[src/rtl/uart_pkg.sv]
`default_nettype none
// ============================================================================
// Module      : uart_pkg
// Description : Shared UART definitions: receiver FSM state encoding, data
//               width and a helper to derive clocks-per-bit from the clock
//               frequency and baud rate.
// Revision    : 1.0 - initial release
// ============================================================================
package uart_pkg;

  localparam int c_DATA_W = 8;

  typedef enum logic [2:0] {
    S_IDLE   = 3'd0,
    S_START  = 3'd1,
    S_RXDATA = 3'd2,
    S_STOP   = 3'd3,
    S_BREAK  = 3'd4
  } rx_state_e;

  // Rounded to the nearest integer so the bit period error stays below half
  // a clock.
  function automatic int clks_per_bit(input int clk_hz, input int baud);
    return (clk_hz + (baud / 2)) / baud;
  endfunction

endpackage
`default_nettype wire

[src/rtl/uart_sync2.sv]
`default_nettype none
// ============================================================================
// Module      : uart_sync2
// Description : Two-flop synchronizer for a single asynchronous input.
//               The reset value is a parameter so that idle-high lines do
//               not look like activity while coming out of reset.
// Ports       : i_clk   - destination clock
//               i_rst_n - asynchronous active-low reset
//               i_d     - asynchronous input
//               o_q     - synchronized output
// Revision    : 1.0 - initial release
// ============================================================================
module uart_sync2 #(
  parameter logic RST_VAL = 1'b1
) (
  input  logic i_clk,
  input  logic i_rst_n,
  input  logic i_d,
  output logic o_q
);

  logic r_meta;
  logic r_sync;

  always_ff @(posedge i_clk or negedge i_rst_n) begin
    if (!i_rst_n) begin
      r_meta <= RST_VAL;
      r_sync <= RST_VAL;
    end else begin
      r_meta <= i_d;
      r_sync <= r_meta;
    end
  end

  assign o_q = r_sync;

endmodule
`default_nettype wire

[src/rtl/uart_rx.sv]
`default_nettype none
// ============================================================================
// Module      : uart_rx
// Description : UART receiver, 8N1, LSB first, mid-bit sampling with start
//               bit glitch rejection. Bytes are delivered on a single-entry
//               AXI-Stream master register; framing errors and overruns are
//               reported as one-cycle pulses.
// Ports       : i_clk           - system clock
//               i_rst_n         - asynchronous active-low reset
//               i_rxd           - asynchronous serial input, idle high
//               o_m_axis_tvalid - received byte available
//               i_m_axis_tready - downstream accepts byte
//               o_m_axis_tdata  - received byte
//               o_rxd_busy      - frame reception in progress
//               o_frame_err     - pulse: stop bit sampled low
//               o_overrun       - pulse: completed byte dropped (register full)
// Revision    : 1.0 - initial release
// ============================================================================
module uart_rx
  import uart_pkg::*;
#(
  parameter int CLKS_PER_BIT = 87
) (
  input  logic                i_clk,
  input  logic                i_rst_n,
  input  logic                i_rxd,
  output logic                o_m_axis_tvalid,
  input  logic                i_m_axis_tready,
  output logic [c_DATA_W-1:0] o_m_axis_tdata,
  output logic                o_rxd_busy,
  output logic                o_frame_err,
  output logic                o_overrun
);

  localparam int                 c_CNT_W   = $clog2(CLKS_PER_BIT);
  localparam logic [c_CNT_W-1:0] c_CNT_MAX = c_CNT_W'(CLKS_PER_BIT - 1);
  localparam logic [c_CNT_W-1:0] c_HALF    = c_CNT_W'((CLKS_PER_BIT - 1) / 2);
  localparam logic [c_CNT_W-1:0] c_CNT_ONE = c_CNT_W'(1);

  logic                w_rxd_s;
  rx_state_e           r_state;
  rx_state_e           w_state_nxt;
  logic [c_CNT_W-1:0]  r_clk_count;
  logic [c_CNT_W-1:0]  w_clk_count_nxt;
  logic [2:0]          r_bit_idx;
  logic [2:0]          w_bit_idx_nxt;
  logic [c_DATA_W-1:0] r_shift;
  logic [c_DATA_W-1:0] r_tdata;
  logic                r_tvalid;
  logic                r_frame_err;
  logic                r_overrun;
  logic                w_sample_bit;
  logic                w_deliver;
  logic                w_stop_bad;

  uart_sync2 #(
    .RST_VAL (1'b1)
  ) u_sync (
    .i_clk   (i_clk),
    .i_rst_n (i_rst_n),
    .i_d     (i_rxd),
    .o_q     (w_rxd_s)
  );

  always_ff @(posedge i_clk or negedge i_rst_n) begin
    if (!i_rst_n) begin
      r_state     <= S_IDLE;
      r_clk_count <= '0;
      r_bit_idx   <= '0;
    end else begin
      r_state     <= w_state_nxt;
      r_clk_count <= w_clk_count_nxt;
      r_bit_idx   <= w_bit_idx_nxt;
    end
  end

  always_comb begin
    w_state_nxt     = r_state;
    w_clk_count_nxt = r_clk_count;
    w_bit_idx_nxt   = r_bit_idx;
    w_sample_bit    = 1'b0;
    w_deliver       = 1'b0;
    w_stop_bad      = 1'b0;
    case (r_state)
      S_IDLE: begin
        w_clk_count_nxt = '0;
        w_bit_idx_nxt   = '0;
        if (!w_rxd_s) w_state_nxt = S_START;
      end
      S_START: begin
        // Recheck the line half a bit in; a high level means the falling
        // edge was a glitch and is silently ignored.
        if (r_clk_count == c_HALF) begin
          w_clk_count_nxt = '0;
          w_state_nxt     = w_rxd_s ? S_IDLE : S_RXDATA;
        end else begin
          w_clk_count_nxt = r_clk_count + c_CNT_ONE;
        end
      end
      S_RXDATA: begin
        if (r_clk_count == c_CNT_MAX) begin
          w_clk_count_nxt = '0;
          w_sample_bit    = 1'b1;
          if (r_bit_idx == 3'd7) begin
            w_bit_idx_nxt = '0;
            w_state_nxt   = S_STOP;
          end else begin
            w_bit_idx_nxt = r_bit_idx + 3'd1;
          end
        end else begin
          w_clk_count_nxt = r_clk_count + c_CNT_ONE;
        end
      end
      S_STOP: begin
        // Return to IDLE right at mid stop bit so a start bit that follows
        // with no idle gap is still seen.
        if (r_clk_count == c_CNT_MAX) begin
          w_clk_count_nxt = '0;
          if (w_rxd_s) begin
            w_deliver   = 1'b1;
            w_state_nxt = S_IDLE;
          end else begin
            w_stop_bad  = 1'b1;
            w_state_nxt = S_BREAK;
          end
        end else begin
          w_clk_count_nxt = r_clk_count + c_CNT_ONE;
        end
      end
      S_BREAK: begin
        // Wait for the line to recover so a held-low line yields one error.
        w_clk_count_nxt = '0;
        if (w_rxd_s) w_state_nxt = S_IDLE;
      end
      default: begin
        w_state_nxt = S_IDLE;
      end
    endcase
  end

  always_ff @(posedge i_clk or negedge i_rst_n) begin
    if (!i_rst_n) begin
      r_shift <= '0;
    end else if (w_sample_bit) begin
      r_shift[r_bit_idx] <= w_rxd_s;
    end
  end

  // Single-entry output register. A completed byte loads if the register
  // is empty or being drained this cycle; otherwise it is dropped and the
  // held byte stays untouched.
  always_ff @(posedge i_clk or negedge i_rst_n) begin
    if (!i_rst_n) begin
      r_tdata     <= '0;
      r_tvalid    <= 1'b0;
      r_frame_err <= 1'b0;
      r_overrun   <= 1'b0;
    end else begin
      r_frame_err <= w_stop_bad;
      r_overrun   <= 1'b0;
      if (w_deliver) begin
        if (!r_tvalid || i_m_axis_tready) begin
          r_tdata  <= r_shift;
          r_tvalid <= 1'b1;
        end else begin
          r_overrun <= 1'b1;
        end
      end else if (r_tvalid && i_m_axis_tready) begin
        r_tvalid <= 1'b0;
      end
    end
  end

  assign o_m_axis_tvalid = r_tvalid;
  assign o_m_axis_tdata  = r_tdata;
  assign o_rxd_busy      = (r_state != S_IDLE);
  assign o_frame_err     = r_frame_err;
  assign o_overrun       = r_overrun;

endmodule
`default_nettype wire

[config.mk]
export PLATFORM = sky130hd
export DESIGN_NAME = uart_rx
export DESIGN_NICKNAME = d
export VERILOG_FILES = /design/src/rtl/uart_pkg.sv /design/src/rtl/uart_sync2.sv /design/src/rtl/uart_rx.sv
export SDC_FILE = /design/constraint.sdc
export NUM_CORES = 1
export LEC_CHECK = 0
export ABC_AREA = 1
export BUFFER_PORTS_ARGS = -buffer_cell sky130_fd_sc_hd__clkbuf_2
export CORE_ASPECT_RATIO = 0.8
export CORE_MARGIN = 3
export CORE_UTILIZATION = 30
export CTS_BUF_LIST = sky130_fd_sc_hd__clkbuf_16
export DETAILED_ROUTE_END_ITERATION = 10
export PLACE_DENSITY_LB_ADDON = 0.2
export SYNTH_ARGS = -nofsm -noshare
export SYNTH_HDL_FRONTEND = slang
export SYNTH_SLANG_ARGS = --single-unit
[constraint.sdc]
create_clock -name i_clk -period 4.25 [get_ports i_clk]
set_clock_uncertainty 0.2 [all_clocks]
set_input_delay 0.2125 -clock i_clk [delete_from_list [all_inputs] [get_ports i_clk]]
set_output_delay 0.2125 -clock i_clk [all_outputs]
set_load 0.02 [all_outputs]
==> results of run 1 <==
[path summary, 6_finish.rpt]
| kind | start | endpoint | slack (ns) | cells after the start |
|---|---|---|---|---|
| setup / recovery | r_clk_count[0] | r_shift[3] | 2.47 | 8 |
| hold / removal | i_m_axis_tready | o_m_axis_tvalid | 0.06 | 4 |
| setup reg to reg | r_clk_count[0] | r_shift[3] | 2.47 | 8 |
| hold reg to reg | u_sync.r_meta | u_sync.o_q | 0.16 | 0 |
| max in group asynchronous | i_rst_n | r_clk_count[4] | 2.96 | 2 |
| min in group asynchronous | i_rst_n | o_m_axis_tdata[7] | 0.36 | 2 |
[area by class of cell]
type	count	area [um^2]
Tap cell	78	97.6
Inverter	23	86.3
Fill cell	585	3460
Clock inverter	3	68.8
Sequential cell	34	853
Clock buffer	5	125
Timing Repair Buffer	17	95.1
Multi-Input combinational cell	163	796
[metrics by stage]
| step | hold WS, ns | total power, mW | util (%) | instance area [um^2] |
|---|---|---|---|---|
| 3_3_place_gp | 0.103 | 0.610 | 34.2 | 1910 |
| 5_1_grt | 0.0823 | 1.14 | 38.0 | 2120 |
| 2_1_floorplan | -0.283 | 0.547 | - | 1770 |
| 3_5_place_dp | 0.103 | 0.607 | 34.2 | 1910 |
| 4_1_cts | 0.0598 | 1.08 | 38.0 | 2120 |
| 6_report | 0.0617 | 1.07 | 38.0 | 2120 |
[worst register-to-register path, delay by kind of cell (launching register included)]
kind,cells,cell delay [ns]
and+or+nand+nor,5,0.74
buffers and inverters,1,0.11
AOI/OAI and AO/OA,1,0.06
adders and majority gates,1,0.15
DFF,1,0.41
[what timing repair did]
action,CTS,global route
hold endpoints to repair,33,0
hold buffers,2,0
gates resized for setup,0,0
[power by group through the flow]
stage | registers [mW] | clock network, mW | logic, mW
2_1_floorplan | 0.372 | 0 | 0.175
3_3_place_gp | 0.381 | 0 | 0.229
3_5_place_dp | 0.381 | 0 | 0.226
4_1_cts | 0.375 | 0.481 | 0.228
5_1_grt | 0.380 | 0.496 | 0.263
6_report | 0.376 | 0.470 | 0.228
[kinds of logic after synthesis]
family	count (synthesis)
buffers and inverters	27
adder cells (fa/ha/maj)	4
AND/OR/NAND/NOR	140
AO/OA/AOI/OAI	19
flip-flops	34
[synthesized netlist by cell type (all sizes together)]
cell type	count
nand4	7
a21oi	3
nand2	87
nand3	19
clkbuf	1
inv	23
nor3	2
ha	4
dfrtp	32
nand3b	3
o21ai	15
nor2	22
buf	3
dfstp	2
o21bai	1
[sequential cells by signal, indices dropped and copies added, names as in the netlist]
name             cells
r_state              3
u_sync.o_q           1
r_clk_count          7
o_m_axis_tdata       8
o_frame_err          1
o_m_axis_tvalid      1
r_bit_idx            3
r_shift              8
u_sync.r_meta        1
o_overrun            1
[layer usage]
metal,routed length [um],vias up,track usage [%]
met4,51,0,3.95
li1,-,762,-
met3,197,4,4.60
met2,1240,35,14.7
met5,0,-,0
met1,1980,614,17.9
==> metrics.md, run 1 <==
| Metric | Value |
|---|---|
| 1st-iter DRT viols | around 140 |
| Share of total power in combinational logic | about a fifth |
| Launching element type of the critical path | flop |
| Leakage | roughly 1.1 nW |
| Initial antenna violation count | 0 |
| Setup crit end kind | flop |
| Synth Area in XOR/XNOR | 0% |
| Setup TNS | 0 ns |
| Vias in the first global route | approximately 1300 |
| Final Setup Violations | 0 |
| First-pass GRT wire length | ~6200 um |
| CTS tree | yes |
| Area Overhead vs Synth | 20.1% |
| Status | completed |
| Flops & latches, synth | 34 |
| Half-perimeter wire length after placement | between 2000 and 3000 um |
| Commonest non-fill, non-tap cells in the layout | 85 x nand2_1, 32 x dfrtp_1, 18 x inv_1, 18 x nand3_1, 16 x nor2_1 |
| Seq pwr share | between 30% and 40% |
| CP max FO | 11 |
| Residual DRC | 0 |
| Die height | about 75 um |
| Slew Limit Fails | 0 |
| RSZ-0062 raised after global routing | false |
| Full die area | roughly 0.007 mm^2 |
| Crit path time final | around 1.8 ns |
| Synth Warn # | 0 |
| Finished Layout Cells | 323 |
| Most used cell, CP | nand2_1 |
| Chip width | slightly above 90 um |
| Core footprint | 0.00559 mm^2 |
| Total track usage | about an eighth |
| Synth Area in Adders | under 10% |
| Gp weighted congestion | 0.810 |
| Num CTS Buffers | 5 |
| Cell taking the most area after synthesis | dfrtp_1 |
| Number of diodes | 0 |
| Initial Util | 31.6% |
| Io pins | 16 |
| Most common cell after layout, fill and taps aside | nand2_1 |
| Critical path arrival | 1.74 ns |
| Clock transition at path regs | 0.05 ns |
| Critical Path RT | 4.21 ns |
| Slew margin rel. | approximately 45% |
| Syn Std Cell Area | roughly 0.0018 mm^2 |
| Total Wirelength | 3470 um |
| Crit-path leading delay family | simple AND/OR/NAND/NOR gates |
| Place WS | 2.47 ns |
| Final period utilization | roughly two fifths |
| DR vias | 1415 |
| Max capacitance violation total | 0 |
| NetSw | approximately 0.32 mW |
| Slew @ Worst Pin | ~0.83 ns |
| Largest cells by area after synthesis | dfrtp_1 45%, nand2_1 18%, nand3_1 5.1% |
| Worst path slowest cell | dfrtp_1 |
| CP bufs+invs | 1 |
| Multiplexer share of the synthesized area | 0% |
| F_max | roughly 560 MHz |
| Global route overflow | 0 |
| Synth top area share | 45.3% |
| Complex-gate fraction of the synthesized area | 5.52% |
| Pwr/cell area | roughly 500 mW/mm^2 |
| Sw Share | 30.0% |
| Number of setup buffers added after CTS | 0 |
| Final worst setup slack | about 2.5 ns |
| H-tree depth | 2 |
| Max Buffers Root-to-Sink | 2 |
| Largest family of logic cells by synthesized area | simple AND/OR/NAND/NOR gates |
| Largest net degree at the start of global routing | 35 |
| Synthesized area per cell | approximately 7.9 um^2 |
| Internal power component | ~0.75 mW |
| VDD IR max | 0.000174 V |
| Routed wire per std cell | around 11 um |
| Min-delay worst type | in -> reg |
| Final hold vios | 0 |
| Critical path class | reg -> reg |
| Worst-Skew Late Latency | approximately 0.28 ns |
| Pre-Repair DR Iteration Count | 4 |
| Syn nets | roughly 230 |
| Vias/cell | about 4.4 |
| Total placed cells including tap cells | between 300 and 400 |
| Root Driver | clkbuf_16 |
| Buffers on Ports | 15 |
| Critical path's largest stage delay | 0.41 ns |
| Clock Power Share | 43.8% |
| Clk sinks | 34 |
| Post-synthesis simple-gate area fraction | a little under two fifths |
| Crit-path cells | inv_1 > ha_1 > nand2_1 > nand3b_4 > nor2_4 > nand3_1 > nand2_1 > o21ai_1 |
| Final #Nets | about 250 |
| Cells after Synth | around 220 |
| Std cell rows | 24 |
| Routed Antenna Nets | 0 |
| Share of layout cells above drive strength 1 | about 17% |
| Unique masters post-synth | 24 |
| Seq/Total Area, Yosys | around half |
No activity file was read; power rests on OpenSTA's default activity.
==> run 2, diff against run 1 <==
--- a/config.mk
+++ b/config.mk
@@ -5,7 +5,7 @@
 export SDC_FILE = /design/constraint.sdc
 export NUM_CORES = 1
 export LEC_CHECK = 0
-export ABC_AREA = 1
+export ABC_AREA = 0
 export BUFFER_PORTS_ARGS = -buffer_cell sky130_fd_sc_hd__clkbuf_2
 export CORE_ASPECT_RATIO = 0.8
 export CORE_MARGIN = 3
==> constraint.sdc (replaced) <==
create_clock -name i_clk -period 1.6 [get_ports i_clk]
set_clock_uncertainty 0.2 [all_clocks]
set_input_delay 0.08 -clock i_clk [delete_from_list [all_inputs] [get_ports i_clk]]
set_output_delay 0.08 -clock i_clk [all_outputs]
set_load 0.02 [all_outputs]
==> metrics.md, run 2 <==
| Metric | Value |
|---|---|
| Status | finished, violations left |
| Failing checks | setup timing |
| Pwr/cell area | 880 mW/mm^2 (+74%) |
| Sw Share | 21.9% (-8.1 points) |
| Finished Layout Cells | 267 (-17%) |
| Core footprint | 0.00515 mm^2 (-7.8%) |
| Share of total power in combinational logic | 10.6% (-11 points) |
| Final Cell Area | 0.00249 mm^2 (+18%) |
| Async set-reset flop share out of synthesis | 100% (unchanged) |
| Critical path class | reg -> reg |
| First-pass GRT wire length | 6870 um (+10%) |
| Half-perimeter wire length after placement | 2830 um (+9.5%) |
| Cell taking the most area after synthesis | dfrtp_1 |
| Full die area | 0.00643 mm^2 (-6.2%) |
| VDD IR max | 0.000415 V (+140%) |
| Post-synth EDFFs | 0 (unchanged) |
| Final period utilization | 124% (+82 points) |
| Routed wire per std cell | 15.3 um (+42%) |
| Synth cell count leaders | 32 x dfrtp_1, 16 x mux2_2, 12 x nor2_1 |
| Min Hold Slack | 0.0882 ns (+0.0265 ns) |
| Std cell rows | 23 (-4.2%) |
| DR vias | 1384 (-2.2%) |
| Syn nets | 154 (-34%) |
| Io pins | 16 (unchanged) |
| Clk sinks | 34 (unchanged) |
| Total placed cells including tap cells | 250 (-20%) |
| Residual DRC | 0 (unchanged) |
| Syn Std Cell Area | 0.00165 mm^2 (-6.7%) |
| Root Driver | clkbuf_16 |
| 1st-iter DRT viols | 68 (-52%) |
| Synth Flop Type | dfrtp_1 |
| Final #Nets | 212 (-16%) |
| Final core utilization | 48.4% (+10 points) |
| Synth Warn # | 0 (unchanged) |
| Area Overhead vs Synth | 51.2% |
| Flops & latches, synth | 34 (unchanged) |
| Slew margin rel. | 70.9% (+26 points) |
| Seq/Total Area, Yosys | 51.7% (+3.4 points) |
| Leakage | 1.14 nW (+4.2%) |
| Buffers on Ports | 15 (unchanged) |
| Pre-Repair DR Iteration Count | 4 (unchanged) |
| Crit path time final | 1.98 ns (+0.204 ns) |
| Internal power component | 1.71 mW (+130%) |
| Critical path arrival | 1.94 ns (+0.20 ns) |
| Gp weighted congestion | 0.839 (+3.6%) |
| Chip width | 88.9 um (-3.2%) |
| F_max | 504 MHz (-10%) |
| Min-delay worst type | in -> async |
| Setup crit end kind | flop |
| Commonest non-fill, non-tap cells in the layout | 34 x buf_4, 32 x dfrtp_1, 15 x clkbuf_2 |
| Global route overflow | 0 (unchanged) |
| Cells after Synth | 146 (-35%) |
| Footprint of the multi-input gates | 960 um^2 (+21%) |
| Seq pwr share | 40.6% (+5.6 points) |
| Max Buffers Root-to-Sink | 2 (unchanged) |
| Placed cell areas | 0.00207 mm^2 (+8.7%) |
| Launching element type of the critical path | flop |
| Final hold vios | 0 (unchanged) |
| CTS tree | yes |
| Slew Limit Fails | 0 (unchanged) |
| NetSw | 0.481 mW (+49%) |
| Final Setup Violations | 31 (+31) |
| Vias/cell | 5.18 (+18%) |
| Setup TNS | -9.26 ns (-9.26 ns) |
| Clock Power Share | 48.8% (+5.0 points) |
| Synth top area share | 48.6% (+3.2 points) |
| Die height | 72.3 um (-3.1%) |
| Largest cells by area after synthesis | dfrtp_1 49%, mux2_2 11%, dfstp_2 3.2% |
| Num CTS Buffers | 5 (unchanged) |
| Register area | 853 um^2 (unchanged) |
| Initial Util | 32.0% (+0.38 points) |
| Total Wirelength | 4080 um (+18%) |
| RSZ-0062 raised after global routing | true |
| H-tree depth | 2 (unchanged) |
| Most common cell in the netlist | dfrtp_1 |
| Max capacitance violation total | 0 (unchanged) |
| Vias in the first global route | 1432 (+13%) |
| Critical Path RT | 1.56 ns (-2.65 ns) |
| Initial antenna violation count | 0 (unchanged) |
| Total track usage | 14.0% (+2.3 points) |
| Share of layout cells above drive strength 1 | 50.2% (+34 points) |
| Clock transition at path regs | 0.05 ns (about the same) |
| Slew @ Worst Pin | 0.436 ns (-0.389 ns) |
| Synthesized area per cell | 11.3 um^2 (+43%) |
| Routed Antenna Nets | 0 (unchanged) |
| Unique masters post-synth | 38 (+58%) |
| Number of diodes | 0 (unchanged) |
| Final worst setup slack | -0.384 ns (-2.85 ns) |
| CP max FO | 8 (-3) |
| Largest net degree at the start of global routing | 20 (-43%) |
| Worst-Skew Late Latency | 0.28 ns (about the same) |
| # fillers | 459 (-22%) |
| Most common cell after layout, fill and taps aside | buf_4 |
run 2: worst paths after layout:
| check | startpoint | endpoint | slack, ns | cells past startpoint |
|---|---|---|---|---|
| worst min register to register | u_sync.r_meta | u_sync.o_q | 0.16 | 0 |
| worst max-delay path | r_clk_count[0] | o_m_axis_tdata[3] | -0.38 | 7 |
| max in group asynchronous | i_rst_n | r_shift[5] | 0.67 | 3 |
| worst max register to register | r_clk_count[0] | o_m_axis_tdata[3] | -0.38 | 7 |
| min in group i_clk | u_sync.r_meta | u_sync.o_q | 0.16 | 0 |
| worst min-delay path | i_rst_n | r_clk_count[6] | 0.09 | 2 |
run 2: final cells by class:
| class | instances | area share (%) |
|---|---|---|
| multi-input combinational | 103 | 38.5 |
| clock buffer | 5 | 5.02 |
| timing repair buffer | 56 | 17.0 |
| tap | 62 | 3.11 |
| sequential | 34 | 34.2 |
| inverter | 4 | 0.602 |
| clock inverter | 3 | 1.61 |
run 2: logic make-up after synthesis:
family          synth area share (%)
compound gates                  9.94
xor+xnor                        1.59
fa+ha+maj                       3.04
buf+inv                         2.58
flops                           51.7
mux                             10.9
simple gates                    20.2
run 2: routing by layer:
| metal | part of all wire, % | vias to the layer above | routed length [um] | track usage [%] |
|---|---|---|---|---|
| met1 | 46 | 693 | 1880 | 19.0 |
| met4 | 1.3 | 0 | 53 | 5.03 |
| met3 | 4.3 | 7 | 176 | 3.63 |
| li1 | - | 649 | - | - |
| met2 | 48 | 35 | 1970 | 21.6 |
| met5 | 0 | - | 0 | 0 |
run 2: power by group through the flow:
stage / registers [mW] / logic [mW] / clock network, mW
after detailed placement: 0.904 / 0.180 / 0
after floorplan: 0.907 / 0.0778 / 0
after CTS: 0.889 / 0.223 / 1.11
after global routing: 0.893 / 0.255 / 1.15
final: 0.892 / 0.233 / 1.07
after global placement: 0.904 / 0.179 / 0
run 2: repair_timing:
action / 4_1_cts / 5_1_grt
hold buffers: 3 / 0
hold endpoints to repair: 37 / 0
pin swaps: 9 / 9
resized for setup: 21 / 15
setup buffers: 3 / 3
endpoints found under the setup margin: 30 / 33
run 2: critical path: stages (launching register included):
cell     delay (ns)
dfrtp_1        0.39
inv_2          0.09
ha_4           0.12
and4b_4        0.29
nand2_4        0.08
nor3b_4        0.22
buf_12         0.17
mux2_4         0.31
run 2: per-stage QoR:
step | setup slack [ns] | power [mW]
3_5_place_dp | -0.404 | 1.08
3_3_place_gp | -0.409 | 1.08
2_1_floorplan | -0.358 | 0.985
6_report | -0.384 | 2.19
5_1_grt | -0.460 | 2.30
4_1_cts | -0.392 | 2.22
